**src/rtl/dm_axi_pkg.sv**
```systemverilog
// dm_axi_pkg: shared types and AXI constants for the CPU data-memory to AXI4 bridge.
//   dm_state_e   - bridge FSM states
//   SIZE_WORD    - AxSIZE for a 32-bit beat
//   BURST_INCR   - AxBURST encoding used for every request
//   LEN_SINGLE   - AxLEN for a single-beat transfer
//   RESP_OKAY    - xRESP value treated as success
package dm_axi_pkg;

    typedef enum logic [2:0] {
        StIdle,
        StRdAddr,
        StRdData,
        StWrReq,
        StWrResp,
        StDone
    } dm_state_e;

    localparam logic [2:0] SIZE_WORD  = 3'b010;
    localparam logic [1:0] BURST_INCR = 2'b01;
    localparam logic [3:0] LEN_SINGLE = 4'd0;
    localparam logic [1:0] RESP_OKAY  = 2'b00;

    function automatic logic resp_is_err(input logic [1:0] resp);
        return resp != RESP_OKAY;
    endfunction

endpackage

```
**src/rtl/dm_axi_master.sv**
```systemverilog
// dm_axi_master: turns each CPU data-memory access into one single-beat AXI4 read or write and
// stalls the CPU until it completes.
//
// Ports:
//   clk, rst            - clock, asynchronous active-low reset
//   DM_MEM_access       - CPU request valid (held with its fields while DM_stall=1)
//   DM_WEB              - 1 = read, 0 = write
//   DM_write            - active-low byte write enables
//   DM_addr, DM_data_in - byte address (passed through) and write data
//   DM_out              - registered read data
//   DM_stall            - DM_MEM_access && !done
//   bus_err             - sticky flag, set by any non-OKAY RRESP/BRESP
//   AR/R/AW/W/B         - AXI4 master channels (single beat, INCR, 32-bit)
//
// Build option: CPU_POSTED_WRITE_EN - writes complete to the CPU after the AW and W handshakes;
// the B response is collected in the background and blocks the next request until it arrives.
module dm_axi_master
    import dm_axi_pkg::*;
#(
    parameter int unsigned             ID_WIDTH  = 4,
    parameter logic [ID_WIDTH-1:0]     MASTER_ID = ID_WIDTH'(1)
) (
    input  logic                clk,
    input  logic                rst,
    // CPU data-memory port
    input  logic                DM_MEM_access,
    input  logic                DM_WEB,
    input  logic [3:0]          DM_write,
    input  logic [31:0]         DM_addr,
    input  logic [31:0]         DM_data_in,
    output logic [31:0]         DM_out,
    output logic                DM_stall,
    output logic                bus_err,
    // AR channel
    output logic [ID_WIDTH-1:0] ARID,
    output logic [31:0]         ARADDR,
    output logic [3:0]          ARLEN,
    output logic [2:0]          ARSIZE,
    output logic [1:0]          ARBURST,
    output logic                ARVALID,
    input  logic                ARREADY,
    // R channel
    input  logic [ID_WIDTH-1:0] RID,
    input  logic [31:0]         RDATA,
    input  logic [1:0]          RRESP,
    input  logic                RLAST,
    input  logic                RVALID,
    output logic                RREADY,
    // AW channel
    output logic [ID_WIDTH-1:0] AWID,
    output logic [31:0]         AWADDR,
    output logic [3:0]          AWLEN,
    output logic [2:0]          AWSIZE,
    output logic [1:0]          AWBURST,
    output logic                AWVALID,
    input  logic                AWREADY,
    // W channel
    output logic [31:0]         WDATA,
    output logic [3:0]          WSTRB,
    output logic                WLAST,
    output logic                WVALID,
    input  logic                WREADY,
    // B channel
    input  logic [ID_WIDTH-1:0] BID,
    input  logic [1:0]          BRESP,
    input  logic                BVALID,
    output logic                BREADY
);

    dm_state_e   state_q;
    logic        arvalid_q;
    logic        rready_q;
    logic        awvalid_q;
    logic        wvalid_q;
    logic        bready_q;
    logic        aw_done_q;
    logic        w_done_q;
    logic [31:0] dm_out_q;
    logic        bus_err_q;
    logic        req_block;

    // IDs and RLAST are not checked; single-beat reads need no RLAST tracking.
    logic unused_inputs;
    assign unused_inputs = ^{RID, BID, RLAST};

    // A channel counts as finished if it handshook earlier or is handshaking now.
    logic aw_fin;
    logic w_fin;
    assign aw_fin = aw_done_q | (awvalid_q & AWREADY);
    assign w_fin  = w_done_q | (wvalid_q & WREADY);

`ifdef CPU_POSTED_WRITE_EN
    logic pending_b_q;
    assign req_block = pending_b_q;
`else
    assign req_block = 1'b0;
`endif

    always_ff @(posedge clk or negedge rst) begin
        if (!rst) begin
            state_q   <= StIdle;
            arvalid_q <= 1'b0;
            rready_q  <= 1'b0;
            awvalid_q <= 1'b0;
            wvalid_q  <= 1'b0;
            bready_q  <= 1'b0;
            aw_done_q <= 1'b0;
            w_done_q  <= 1'b0;
            dm_out_q  <= 32'd0;
            bus_err_q <= 1'b0;
`ifdef CPU_POSTED_WRITE_EN
            pending_b_q <= 1'b0;
`endif
        end else begin
`ifdef CPU_POSTED_WRITE_EN
            // Background collection of the posted write's response.
            if (pending_b_q && BVALID) begin
                pending_b_q <= 1'b0;
                bready_q    <= 1'b0;
                if (resp_is_err(BRESP)) bus_err_q <= 1'b1;
            end
`endif
            unique case (state_q)
                StIdle: begin
                    if (DM_MEM_access && !req_block) begin
                        if (DM_WEB) begin
                            state_q   <= StRdAddr;
                            arvalid_q <= 1'b1;
                        end else begin
                            state_q   <= StWrReq;
                            awvalid_q <= 1'b1;
                            wvalid_q  <= 1'b1;
                        end
                    end
                end
                StRdAddr: begin
                    if (arvalid_q && ARREADY) begin
                        arvalid_q <= 1'b0;
                        rready_q  <= 1'b1;
                        state_q   <= StRdData;
                    end
                end
                StRdData: begin
                    if (RVALID) begin
                        rready_q <= 1'b0;
                        dm_out_q <= RDATA;
                        if (resp_is_err(RRESP)) bus_err_q <= 1'b1;
                        state_q  <= StDone;
                    end
                end
                StWrReq: begin
                    if (awvalid_q && AWREADY) begin
                        awvalid_q <= 1'b0;
                        aw_done_q <= 1'b1;
                    end
                    if (wvalid_q && WREADY) begin
                        wvalid_q <= 1'b0;
                        w_done_q <= 1'b1;
                    end
                    if (aw_fin && w_fin) begin
                        aw_done_q <= 1'b0;
                        w_done_q  <= 1'b0;
                        bready_q  <= 1'b1;
`ifdef CPU_POSTED_WRITE_EN
                        pending_b_q <= 1'b1;
                        state_q     <= StDone;
`else
                        state_q     <= StWrResp;
`endif
                    end
                end
                StWrResp: begin
                    if (BVALID) begin
                        bready_q <= 1'b0;
                        if (resp_is_err(BRESP)) bus_err_q <= 1'b1;
                        state_q  <= StDone;
                    end
                end
                StDone: state_q <= StIdle;
                default: state_q <= StIdle;
            endcase
        end
    end

    assign DM_stall = DM_MEM_access && (state_q != StDone);
    assign DM_out   = dm_out_q;
    assign bus_err  = bus_err_q;

    assign ARID    = MASTER_ID;
    assign ARADDR  = DM_addr;
    assign ARLEN   = LEN_SINGLE;
    assign ARSIZE  = SIZE_WORD;
    assign ARBURST = BURST_INCR;
    assign ARVALID = arvalid_q;
    assign RREADY  = rready_q;

    assign AWID    = MASTER_ID;
    assign AWADDR  = DM_addr;
    assign AWLEN   = LEN_SINGLE;
    assign AWSIZE  = SIZE_WORD;
    assign AWBURST = BURST_INCR;
    assign AWVALID = awvalid_q;

    assign WDATA  = DM_data_in;
    assign WSTRB  = ~DM_write;
    assign WLAST  = 1'b1;
    assign WVALID = wvalid_q;
    assign BREADY = bready_q;

endmodule

```
**config.mk**
```make
export PLATFORM = sky130hd
export DESIGN_NAME = dm_axi_master
export DESIGN_NICKNAME = d
export VERILOG_FILES = /design/src/rtl/dm_axi_pkg.sv /design/src/rtl/dm_axi_master.sv
export SDC_FILE = /design/constraint.sdc
export NUM_CORES = 1
export LEC_CHECK = 0
export ABC_AREA = 0
export ABC_CLOCK_PERIOD_IN_PS = 3700
export BUFFER_PORTS_ARGS = -buffer_cell sky130_fd_sc_hd__buf_2
export CORE_AREA = 2 2 111 113
export DETAILED_ROUTE_END_ITERATION = 10
export DIE_AREA = 0 0 113 115
export GPL_ROUTABILITY_DRIVEN = 0
export PLACE_DENSITY = 0.64
export SYNTH_ARGS = -nofsm -noshare
export SYNTH_HDL_FRONTEND = slang
export SYNTH_SLANG_ARGS = --single-unit
```
**constraint.sdc**
```tcl
create_clock -name clk -period 3.7 [get_ports clk]
set_input_delay 0.37 -clock clk [delete_from_list [all_inputs] [get_ports clk]]
set_output_delay 0.37 -clock clk [all_outputs]
set_load 0.005 [all_outputs]
```
Word-level counts from Yosys, hierarchy flattened
Cells that the tools add are included.
- bits in registers: 43
- input port bits: 122
- output and inout bits: 166
- word-level logic and storage cells: 88
- equal/unequal tests: 16
- multiplexer cells: 32
- bitwise logic cells: 5
- reduce and logical (&&, ||, !) cells: 25
- operator list (operator ; count):
    inequality test 2 bit, second input constant ; 11
    two-way mux 1 bit ; 19
    nonzero test 2 bit ; 9
    two-way mux 3 bit ; 5
    one-hot mux 3 bit (5 select lines) ; 1
    one-hot mux 1 bit (2 select lines) ; 6
    AND reduction 4 bit ; 3
    AND reduction 5 bit ; 2
    equality test 3 x 2 -> 1 bit, second input constant ; 2
    AND reduction 2 bit ; 3
    AND reduction 3 bit ; 2
    logical AND 1 bit ; 5
    inverter 4 bit ; 1
    equality test 3 x 1 -> 1 bit, second input constant ; 1
    equality test 3 bit, second input constant ; 1
    zero test 3 bit ; 1
    inequality test 3 bit, second input constant ; 1
    bitwise AND 1 bit ; 2
    two-way mux 2 bit ; 1
    bitwise OR 1 bit ; 2

Logic depth before layout (Yosys ltp)
Gate-level depths: netlist of the first run.
- depth in word-level cells: 5
- mapped depth: 6
- gate-level depth less buffers: 4

Worst setup path before layout of the first run
Ideal clock, no wire load.
- path kind: register -> register
- start: register state_q[2]
- end: register dm_out_q[10] (netlist: DM_out[10])
- library setup time: 125 ps
- data arrival time: 1353 ps
- required time: 3575 ps
- path slack: 2222 ps
- cell stages (with the launch flop): 7
- buffers on the path: 3
- clock period less this slack: 1478 ps
- cells stage by stage: dfrtp_1 -> buf_6 -> nor2_4 -> and3_1 -> buf_6 -> buf_6 -> mux2_4
- cells in the longest elaborated chain, start to end: 2
- ends and longest elaborated chain (element ; line ; RTL):
    from (decl) ; dm_axi_master.sv:70 ; dm_state_e state_q;
    from (signal assigned) ; dm_axi_master.sv:101 ; state_q <= StIdle;
    from (signal assigned) ; dm_axi_master.sv:127 ; state_q <= StRdAddr;
    from (signal assigned) ; dm_axi_master.sv:130 ; state_q <= StWrReq;
    equality test 3 x 2 -> 1 bit ; dm_axi_master.sv:123 ; unique case (state_q)
    AND reduction 2 bit (no line) ; - ;
    to (signal assigned) ; dm_axi_master.sv:109 ; dm_out_q <= 32'd0;
    to (signal assigned) ; dm_axi_master.sv:146 ; dm_out_q <= RDATA;
    to (decl) ; dm_axi_master.sv:78 ; logic [31:0] dm_out_q;
Every way passes these cells.
A chain may end at the register's enable or synchronous reset.

Worst setup path in the final report of the first run
- start: register state_q[0]
- end: register dm_out_q[30] (netlist: DM_out[30])
The elaborated chain is that of the path after synthesis.

==> results of run 1 <==
## placed cells by master (no fill, tap or decap), drive strengths merged, types with 2 or more instances in the layout
master  instances
buf            91
dfrtp          43
mux2           32
conb           27
nand2           7
a31oi           7
inv             7
nor2            6
a21oi           5
clkbuf          5
a21o            4
o21ai           4
nand2b          2
o31ai           2
bufinv          2
and3            2
a31o            2
## registers in the layout (all words and copies together), names as in the netlist
register,cells
DM_out,32
state_q,3
w_done_q,1
AWVALID,1
WVALID,1
BREADY,1
aw_done_q,1
ARVALID,1
RREADY,1
bus_err,1
## cell families (layout without fill, tap and decap cells)
logic type	count (synthesis)	in the layout	synth area share, %
multiplexers	32	32	16.2
AO/OA/AOI/OAI	29	29	6.88
buffers and inverters	138	106	35.4
AND/OR/NAND/NOR	22	22	4.07
other	2	27	0.260
flip-flops	43	43	37.2
## layout make-up
class / count / area, sq um
sequential: 43 / 1080
fill: 1264 / 8990
inverter: 7 / 26.3
timing repair buffer: 91 / 455
tap: 147 / 184
multi-input combinational: 110 / 888
clock buffer: 5 / 125
clock inverter: 3 / 67.6
## routing by layer
metal  track usage [%]  vias to the layer above  wire, um
met1              9.07                      744      1990
met4              4.72                        0       235
met3              2.85                       38       648
met5                 0                        -         0
met2              11.9                      120      2330
li1                  -                      704         -
## report_power, final
part | internal [uW] | switching [uW]
clock network | 387 | 188
registers | 696 | 167
logic | 500 | 313
## worst max-delay path: cells and delay by family (launching register included)
family	cells	cell delay (ns)
and+or+nand+nor	2	1.14
DFF	1	0.56
muxes	1	0.39
## final timing paths
check	from	to	cells after the start	slack (ns)
min in group clk	RDATA[23]	DM_out[23]$_DFFE_PN0P_	2	0.31
worst max register to register	state_q[0]$_DFFE_PN0P_	DM_out[30]$_DFFE_PN0P_	3	1.47
worst max-delay path	state_q[0]$_DFFE_PN0P_	DM_out[30]$_DFFE_PN0P_	3	1.47
max in group asynchronous	rst	DM_out[24]$_DFFE_PN0P_	1	2.86
worst min-delay path	rst	DM_out[14]$_DFFE_PN0P_	1	0.25
worst min register to register	DM_out[0]$_DFFE_PN0P_	DM_out[0]$_DFFE_PN0P_	1	0.49
## per-stage QoR
| step | setup slack (ns) | cell area, sq um | hold slack [ns] | std cells | total power (uW) |
|---|---|---|---|---|---|
| final | 1.47 | 2820 | 0.246 | 406 | 2250 |
| after floorplan | 2.22 | 2990 | 0.0744 | 291 | 1500 |
| after global routing | 1.31 | 2820 | 0.310 | 406 | 2420 |
| after global placement | 1.49 | 2630 | 0.463 | 398 | 1670 |
| after CTS | 1.44 | 2820 | 0.284 | 406 | 2300 |
| after detailed placement | 1.43 | 2630 | 0.482 | 398 | 1700 |
==> results.txt, run 1 <==
CTS built an H-tree with a depth of 2. The endpoint kind of the worst setup timing path was a register. The logs give 0.218 mV for the maximum vdd ir drop and 7980 um for the first-pass GRT wire length.

The area growth from synthesis to final layout works out to -2.42%. The number of antenna diodes in the final layout is 0. The die covers 0.0130 sq mm. The tools report the number of hold-repair buffers added at the cts stage as 0. The signal on the critical path passes through nor2_4 > and3_2 > mux2_1. The run gives 0 as the number of antenna violations at the first check in global routing. The synthesized area per cell is 10.9 sq um, and the initial detailed-routing violation count is 56.

In the routed design, unresolved DRC markers number 20. Type of the setup path with the least slack: register to register. Row count: 40. In the final routed layout, each cell accounts on average for 12.8 um. After routing, the total negative slack on setup checks comes to 0 ns. The count of nets left with antenna violations after detail routing was 0; the max-slew violation count was 0.

In the final layout, the share of cells above drive strength 1 is 51.4%. The clock-pin slew on the worst setup and hold paths is 0.06 ns, and the data required time of the critical path is 3.86 ns. The logs give 0 for the count of instances resized after the clock tree is built and 0.0118 sq mm for the core outline area. Counting instances in the post-synthesis netlist gives the leading cell types as buf_4, dfrtp_1, mux2_4, a31oi_1, nand2_1.

TritonCTS built the clock tree. The final count of hold timing violations came out at 0. STA puts the critical path data arrival time at 2.39 ns. For the post-synthesis cell area, the log shows 0.00289 sq mm.

The via count of the first global-routing pass was 1,531; the cell leakage power was 0.00143 uW. For this run, the slowest stage of the critical path takes 0.95 ns. The die span in y is 115 um. In this run the worst path has a maximum fanout of 33. At the pin with the least slew margin, the transition time is 1.10 ns.

The number of distinct library cells after synthesis came out at 31. The most frequent cell after synthesis was buf_4. Cells fill 23.9% of the core in the end. The synthesized design contains 43 register bits. Clock skew on the completed layout was measured at 0.00368 ns. For this run, the leading register cell type out of synthesis is dfrtp_1. The buffer cell driving the clock tree root was clkbuf_16. Once detailed placement completed, the half-perimeter wirelength came to 3770 um. The flow ran to the end, but the final reports show violations.

Entering global routing, the biggest net connects 44 pins. Power spread over the standard cell area amounts to 797 mW/mm^2. Global routing used 7.66% of the available tracks across all layers. The first detailed-routing pass ran for 7 iterations. The period utilization came out at 60.2%. The number of nets at the end of the flow was 380; the die outline width was 113 um. Classification of the worst-slack hold path: primary input to asynchronous set/reset pin. The max-slew headroom at the worst pin came out at 26.5%. The aggregate routed wire length was 5200 um. The tools report the total of endpoints with negative setup slack in the final report as 0. In this run, synthesis inferred 0 flip-flops with an integrated enable. The logs give 0 for the number of maximum-capacitance constraint violations and 0 for the number of buffers added for setup after CTS.

The run gives 37.2% as the post-synthesis sequential area ratio. Setup repair after global routing left no endpoint under its margin. The dominant cell type by area after synthesis is dfrtp_1. The tools report the effective utilization at floorplan as 24.5%. The routed layout has 1,606 vias. Clock latency on the worst-skew pair, taken at its later pin, is 0.28 ns. The detail-routed via count per cell was 3.96. TritonCTS created 5 clock buffers. Ranked by total cell area, the synthesized netlist is headed by dfrtp_1, buf_4, mux2_4. The total overflow left after global routing is 0.

Yosys printed 0 warnings. The clock drives 43 sinks. Number of standard cells after synthesis: 266. On the critical path, the stage with the largest delay is an instance of and3_2. The count of buffers added on input and output ports is 91. The final reports fail on DRC. Timing would allow up to 449 MHz. Top-area cell type share of the netlist area: 37.2%. In this run the count of I/O pins placed on the die edge is 288. Startpoint type of the worst setup path: a register. The number of buffers between clock root and the deepest sink is 2, and the share of flip-flops with an asynchronous set or reset is 100%. The worst path in the final design needs a cycle of 2.23 ns, including I/O delays and setup.
Power figures use the tool's default switching activity.
==> run 2: changes to the inputs <==
--- a/config.mk
+++ b/config.mk
@@ -6,13 +6,13 @@
 export NUM_CORES = 1
 export LEC_CHECK = 0
 export ABC_AREA = 0
-export ABC_CLOCK_PERIOD_IN_PS = 3700
+export ABC_CLOCK_PERIOD_IN_PS = 1900
 export BUFFER_PORTS_ARGS = -buffer_cell sky130_fd_sc_hd__buf_2
 export CORE_AREA = 2 2 111 113
 export DETAILED_ROUTE_END_ITERATION = 10
 export DIE_AREA = 0 0 113 115
 export GPL_ROUTABILITY_DRIVEN = 0
-export PLACE_DENSITY = 0.64
+export PLACE_DENSITY = 0.66
 export SYNTH_ARGS = -nofsm -noshare
 export SYNTH_HDL_FRONTEND = slang
 export SYNTH_SLANG_ARGS = --single-unit
==> constraint.sdc (replaced) <==
create_clock -name clk -period 1.9 [get_ports clk]
set_input_delay 0.19 -clock clk [delete_from_list [all_inputs] [get_ports clk]]
set_output_delay 0.19 -clock clk [all_outputs]
set_load 0.005 [all_outputs]
==> results.txt, run 2 (synthesized netlist as in run 1, its figures left out) <==
The period utilization works out to 87.0% (was 60.2%). The count of instances resized after the clock tree is built is 0 (unchanged), and the total DRC errors in the routed layout is 20 (unchanged). The worst-case setup slack after placement is 0.240 ns (was 1.43 ns), and the fraction of the core area covered by cells at the end of the flow is 24.0% (was 23.9%). The first-pass GRT wire length came out at 7560 um (was 7980 um).

The power density relative to cell area was 1470 mW/mm^2 (was 797 mW/mm^2). The most frequent standard cell in the layout excluding fill and tap cells is buf_2 (unchanged). The tools report the initial detailed-routing violation count as 105 (was 56). The global router's overall resource usage is 7.58% (was 7.66%). The logs give 0.278 mV (was 0.218 mV) for the maximum vdd ir drop and 605 MHz (was 449 MHz) for the achievable clock frequency. Startpoint type of the worst setup path: a register (unchanged). The pin count of the biggest net entering global routing is 44 (unchanged), and the total negative setup slack is 0 ns (unchanged). The total area of multi-input combinational cells was 888 sq um (unchanged). The tools report the endpoint kind of the worst setup timing path as a register (unchanged). Worst setup margin: 0.246 ns (was 1.47 ns). The tools report the number of vias in the routed layout as 1,616 (was 1,606). The number of maximum-capacitance constraint violations is 0 (unchanged), and the detail-routed via count per cell is 3.93 (was 3.96).

The total area of sequential cells was 0.00108 sq mm (unchanged). Most frequent cells in the layout: buf_2, dfrtp_1, mux2_4 (unchanged). The first-pass iteration count of the detailed router came out at 7 (unchanged).

The logs give 43 (unchanged) for the clock net sink count and 288 (unchanged) for the top-level port count. For the final count of hold timing violations, the log shows 23 (was 0). Wire length per cell after detailed routing: 12.4 um (was 12.8 um). The flip-flop count of the largest register, all copies and words added was 32 (unchanged).

The row count is 40 (unchanged). The clock latency on the worst-skew pair is 0.28 ns (about the same), and the total overflow reported by the global router is 0 (unchanged). The data required time of the critical path came out at 2.06 ns (was 3.86 ns). The tools report the number of antenna repair diodes as 0 (unchanged).

The largest fanout of any net on the critical path works out to 12 (was 33). The run gives 0.0118 sq mm (unchanged) as the core outline area. Slew of the pin with the lowest slew margin: 0.561 ns (was 1.10 ns).

The flow ran to the end, but the final reports show violations. The die span in y is 115 um (unchanged), and the placed wire-length estimate after detailed placement is 3780 um (was 3770 um). Fraction of final layout cells sized beyond drive strength 1: 52.3% (was 51.4%).

Classification of the worst-slack hold path: primary input to asynchronous set/reset pin (unchanged). The number of hold-repair buffers added at the cts stage is 0 (unchanged), and the via count of the first global-routing pass is 1,478 (was 1,531). Cell leakage power: 0.00145 uW (was 0.00143 uW).

The tools report the aggregate routed wire length as 5110 um (was 5200 um). Count of nets left with antenna violations after detail routing: 0 (unchanged). The max-slew violation count came out at 0 (unchanged). The area growth from synthesis to final layout works out to -2.12% (was -2.42%). For the number of buffers added by the clock tree synthesis step, the log shows 5 (unchanged).

For the overall power consumption, the log shows 4170 uW (was 2250 uW). Setup repair after global routing left no endpoint under its margin. Number of nets at the end of the flow: 386 (was 380). The number of I/O port buffers was 91 (unchanged); the number of buffers added for setup after CTS was 0 (unchanged). For the area of the die, the log shows 0.0130 sq mm (unchanged). The max-slew headroom at the worst pin came out at 62.6% (was 26.5%).

The tools report the total of endpoints with negative setup slack in the final report as 0 (unchanged). Maximum level of the CTS H-tree: 2 (unchanged). Setup skew after layout: 0.00856 ns (was 0.00368 ns). TritonCTS built the clock tree. The type of the setup path with the least slack was register to register (unchanged). The number of buffers between clock root and the deepest sink was 2 (unchanged); the effective utilization at floorplan was 24.5% (unchanged).

The die outline width is 113 um (unchanged), and the data arrival time of the critical path is 1.82 ns (was 2.39 ns). The tools report the number of antenna violations at the first check in global routing as 0 (unchanged). The tools report the buffer cell driving the clock tree root as clkbuf_16 (unchanged). The clock-pin slew on the worst setup and hold paths is 0.06 ns (about the same). The worst hold slack after final layout was -0.0196 ns (was 0.246 ns). Failing checks: DRC, hold timing (was DRC).

The clock period minus worst slack is 1.65 ns (was 2.23 ns), and the fill cell total of the finished layout is 1,274 (was 1,264).
## run 2: changes by cell type in the layout (fill, tap and decap cells not counted), sizes merged
cell      delta
clkinvlp     -1
buf          +6
clkinv       +1
bufinv       -2
clkbuf       +1
## run 2: path summary, 6_finish.rpt
check | endpoint | slack [ns] | cells past startpoint | start
max | DM_out[26]$_DFFE_PN0P_ | 0.25 | 4 | state_q[2]$_DFFE_PN0P_
min | WVALID$_DFFE_PN0P_ | -0.02 | 2 | rst
min in group clk | DM_out[0]$_DFFE_PN0P_ | 0.14 | 2 | RDATA[0]
max in group asynchronous | DM_out[18]$_DFFE_PN0P_ | 1.53 | 2 | rst
min reg2reg | DM_out[0]$_DFFE_PN0P_ | 0.48 | 1 | DM_out[0]$_DFFE_PN0P_
max reg2reg | DM_out[26]$_DFFE_PN0P_ | 0.25 | 4 | state_q[2]$_DFFE_PN0P_
## run 2: metrics by stage
| stage | cells | cell area (sq um) |
|---|---|---|
| finish | 411 | 2830 |
| global route | 411 | 2830 |
| CTS | 411 | 2830 |
| detailed placement | 404 | 2690 |
| global placement | 404 | 2690 |
| floorplan | 291 | 2990 |
## run 2: worst max-delay path, stage by stage (launching register included)
cell	delay, ns
dfrtp_1	0.50
nor2_4	0.20
and3_2	0.24
buf_4	0.26
mux2_4	0.33
## run 2: power breakdown
group	internal, uW	total (uW)	switching, uW	leakage (uW)
clock network	513	839	327	0.0000727
registers	1360	1630	273	0.000511
logic	1020	1700	676	0.000862
## run 2: routing by layer
| metal | share of wire (%) | wire [um] | vias to the layer above | GRT usage, % |
|---|---|---|---|---|
| li1 | - | - | 714 | - |
| met1 | 38 | 1930 | 747 | 8.43 |
| met3 | 13 | 657 | 22 | 3.06 |
| met5 | 0 | 0 | - | 0 |
| met4 | 3.0 | 152 | 0 | 6.18 |
| met2 | 46 | 2370 | 133 | 11.5 |
## run 2: final cells by class
type | count | area share (%)
flip-flops and latches | 43 | 38.0
multi-input cells | 110 | 31.4
repair buffers | 97 | 18.1
well taps | 147 | 6.50
clock buffers | 6 | 4.90
inverters | 7 | 0.928
clock inverters | 1 | 0.177
==> run 3: changes to the inputs <==
--- a/config.mk
+++ b/config.mk
@@ -5,12 +5,12 @@
 export SDC_FILE = /design/constraint.sdc
 export NUM_CORES = 1
 export LEC_CHECK = 0
-export ABC_AREA = 0
+export ABC_AREA = 1
 export ABC_CLOCK_PERIOD_IN_PS = 1900
 export BUFFER_PORTS_ARGS = -buffer_cell sky130_fd_sc_hd__buf_2
-export CORE_AREA = 2 2 111 113
+export CORE_AREA = 2 2 110 112
 export DETAILED_ROUTE_END_ITERATION = 10
-export DIE_AREA = 0 0 113 115
+export DIE_AREA = 0 0 112 114
 export GPL_ROUTABILITY_DRIVEN = 0
 export PLACE_DENSITY = 0.66
 export SYNTH_ARGS = -nofsm -noshare
==> results.txt, run 3 <==
The synthesized area per cell is 7.98 sq um (was 10.9 sq um). Slew of the pin with the lowest slew margin: 0.562 ns (was 0.561 ns). For the initial detailed-routing violation count, the log shows 65 (was 105). The tools report the total negative setup slack as 0 ns (unchanged). The tools report the number of nets at the end of the flow as 472 (was 386). The logs give 0 (unchanged) for the number of buffers added for setup after CTS and 1,332 (was 1,274) for the fill cell total of the finished layout.

The tools report the data arrival time of the critical path as 1.71 ns (was 1.82 ns). The largest fanout of any net on the critical path works out to 32 (was 12). Period utilization: 78.3% (was 87.0%). The clock period minus worst slack is 1.49 ns (was 1.65 ns), and the max-slew headroom at the worst pin is 62.5% (was 62.6%). The number of placed cells counting well taps is 490 (was 404), and the number of antenna violations at the first check in global routing is 1 (was 0). Via count of the first global-routing pass: 1,839 (was 1,478).

For the achievable clock frequency, the log shows 672 MHz (was 605 MHz). Leading register cell type out of synthesis: dfrtp_1 (unchanged). Pin count of the biggest net entering global routing: 44 (unchanged).

The startpoint type of the worst setup path is a register (unchanged). The die outline width is 112 um (was 113 um). Post-synthesis sequential element count: 43 (unchanged). Yosys warning count: 0 (unchanged). The standard cell with the maximum stage delay on the critical path is dfrtp_1 (unchanged). The logs give 43 (unchanged) for the clock net sink count and 0 (was 20) for the total DRC errors in the routed layout. The effective utilization at floorplan is 24.3% (was 24.5%). The dominant cell type by area after synthesis is dfrtp_1 (unchanged). The top-level port count came out at 288 (unchanged). The number of I/O port buffers was 91 (unchanged). The tools report the endpoint kind of the worst setup timing path as a register (unchanged). The run gives 0.00285 sq mm (was 0.00289 sq mm) as the post-synthesis cell area. For the first-pass iteration count of the detailed router, the log shows 4 (was 7). The worst stage delay on the critical path was 0.52 ns (was 0.50 ns); the total area of multi-input combinational cells was 786 sq um (was 888 sq um). Most congested layer reported by global routing: met2 (unchanged). The number of flops mapped to enable cells by yosys was 0 (unchanged); the worst hold slack after final layout was -0.0130 ns (was -0.0196 ns). The area growth from synthesis to final layout was -3.82% (was -2.12%); the data required time of the critical path was 2.12 ns (was 2.06 ns). The total of endpoints with negative setup slack in the final report was 0 (unchanged); the total overflow reported by the global router was 0 (unchanged).

Setup repair after global routing left no endpoint under its margin. Most frequent cell after synthesis: buf_4 (unchanged). The fraction of final layout cells sized beyond drive strength 1 is 30.8% (was 52.3%), and the placed wire-length estimate after detailed placement is 4100 um (was 3780 um). Commonest cells post-synth: buf_4, nand2_1, dfrtp_1, inv_1, nand3_1 (was buf_4, dfrtp_1, mux2_4, a31oi_1, nand2_1). The global routing usage on met2 is 14.1% (was 11.5%), and the non-filler instance count after layout is 499 (was 411).

The post-synthesis sequential area ratio was 37.8% (was 37.2%). Final count of hold timing violations: 41 (was 23). Most frequent cells in the layout: nand2_1, buf_2, dfrtp_1 (was buf_2, dfrtp_1, mux2_4). Most frequent standard cell in the layout excluding fill and tap cells: nand2_1 (was buf_2). Cells along the critical path: nor2_8 > nand3_4 > inv_2 > nand2_1 > nand2_1 (was nor2_4 > and3_2 > buf_4 > mux2_4). Failing checks: hold timing (was DRC, hold timing).

For the core outline area, the log shows 0.0117 sq mm (was 0.0118 sq mm). For the max-slew violation count, the log shows 0 (unchanged). The logs give 0.536 mV (was 0.278 mV) for the maximum vdd ir drop and 1,847 (was 1,616) for the number of vias in the routed layout.

The clock latency on the worst-skew pair is 0.28 ns (about the same), and the wire length per cell after detailed routing is 11.1 um (was 12.4 um). The tools report the count of nets left with antenna violations after detail routing as 0 (unchanged). The power density relative to cell area is 1420 mW/mm^2 (was 1470 mW/mm^2).

The die span in y works out to 114 um (was 115 um). The number of buffers between clock root and the deepest sink was 2 (unchanged); the fraction of the core area covered by cells at the end of the flow was 23.4% (was 24.0%). The type of the setup path with the least slack was register to register (unchanged). The number of buffers added by the clock tree synthesis step came out at 5 (unchanged). The tools report the cell leakage power as 0.00159 uW (was 0.00145 uW). TritonCTS built the clock tree. The area of the die was 0.0128 sq mm (was 0.0130 sq mm). The tools report the first-pass GRT wire length as 9110 um (was 7560 um). The maximum level of the CTS H-tree is 2 (unchanged). The logs give 10.4% (was 8.43%) for the met1 track utilization from global routing and 22 (was 31) for the number of distinct library cells after synthesis. The detail-routed via count per cell is 3.70 (was 3.93), and the clock-pin slew on the worst setup and hold paths is 0.07 ns (was 0.06 ns).

The share of flip-flops with an asynchronous set or reset came out at 100% (unchanged). The tools report the global router's overall resource usage as 8.91% (was 7.58%). The aggregate routed wire length came out at 5560 um (was 5110 um). The buffer cell driving the clock tree root was clkbuf_16 (unchanged).

Classification of the worst-slack hold path: primary input to asynchronous set/reset pin (unchanged). Largest cells by area after synthesis: dfrtp_1, buf_4, nand2_1 (was dfrtp_1, buf_4, mux2_4). The most numerous cell type found on the critical path is nand2_1.

The number of hold-repair buffers added at the cts stage came out at 0 (unchanged). The flip-flop count of the largest register, all copies and words added works out to 32 (unchanged). The run finished, with violations left. The run gives 357 (was 266) as the number of standard cells after synthesis. The row count was 40 (unchanged); the count of instances resized after the clock tree is built was 0 (unchanged). The run gives 0 (unchanged) as the number of maximum-capacitance constraint violations.

Setup skew after layout: 0.00480 ns (was 0.00856 ns). The met3 demand-to-capacity share in global routing was 3.99% (was 3.06%). For the total area of sequential cells, the log shows 0.00108 sq mm (unchanged). Top-area cell type share of the netlist area: 37.8% (was 37.2%).
run 3: changes by cell type after synthesis, sizes merged, moves of 3 or more:
cell and delta:
nand2 +114, a21o -4, a21oi -3, nor2 +6, mux2 -32, a31oi -6
o21ai +3, nand3 +14, inv +12
run 3: worst paths after layout:
path,depth (start not counted),end,start,slack (ns)
worst max-delay path,5,DM_out[25]$_DFFE_PN0P_,state_q[2]$_DFFE_PN0P_,0.41
worst min-delay path,2,DM_out[31]$_DFFE_PN0P_,rst,-0.01
worst max register to register,5,DM_out[25]$_DFFE_PN0P_,state_q[2]$_DFFE_PN0P_,0.41
worst min register to register,1,bus_err$_DFFE_PN0P_,bus_err$_DFFE_PN0P_,0.47
max in group asynchronous,2,ARVALID$_DFFE_PN0P_,rst,1.54
min in group clk,3,DM_out[0]$_DFFE_PN0P_,RDATA[0],0.09
run 3: through the flow:
stage	power, uW	cell area, sq um	setup slack (ns)	hold WS (ns)
detailed placement	3070	2590	0.383	0.314
finish	3890	2740	0.412	-0.0130
CTS	3960	2740	0.382	0.00557
global route	4290	2740	0.213	0.0441
floorplan	2730	2940	0.777	-0.106
global placement	3030	2590	0.408	0.313
run 3: cells by family (layout without fill, tap and decap cells):
logic type / Yosys count / in the layout / share of synthesized area, %
other: 2 / 28 / 0.264
DFF: 43 / 43 / 37.8
AOI/OAI and AO/OA: 12 / 12 / 2.33
buffers and inverters: 151 / 120 / 37.9
and+or+nand+nor: 149 / 149 / 21.7
run 3: cell type report:
class                      count  area share, %
antenna                        1         0.0914
tap                          147           6.72
sequential                    43           39.3
clock inverter                 3          0.868
timing repair buffer          93           17.2
inverter                      19           2.60
multi-input combinational    188           28.7
clock buffer                   5           4.57
run 3: worst max-delay path, delay by kind of cell, from the launching register on:
kind | cells | cell delay, ns
buffers and inverters | 1 | 0.43
and+or+nand+nor | 4 | 0.46
DFF | 1 | 0.52
run 3: per-layer routing:
metal / up-vias / wire (um)
li1: 913 / -
met2: 98 / 2480
met3: 34 / 605
met1: 802 / 2270
met4: 0 / 197
met5: - / 0
run 3: report_power, final:
part / switching, uW / internal, uW
clock: 379 / 492
sequential: 297 / 1320
combinational: 783 / 621
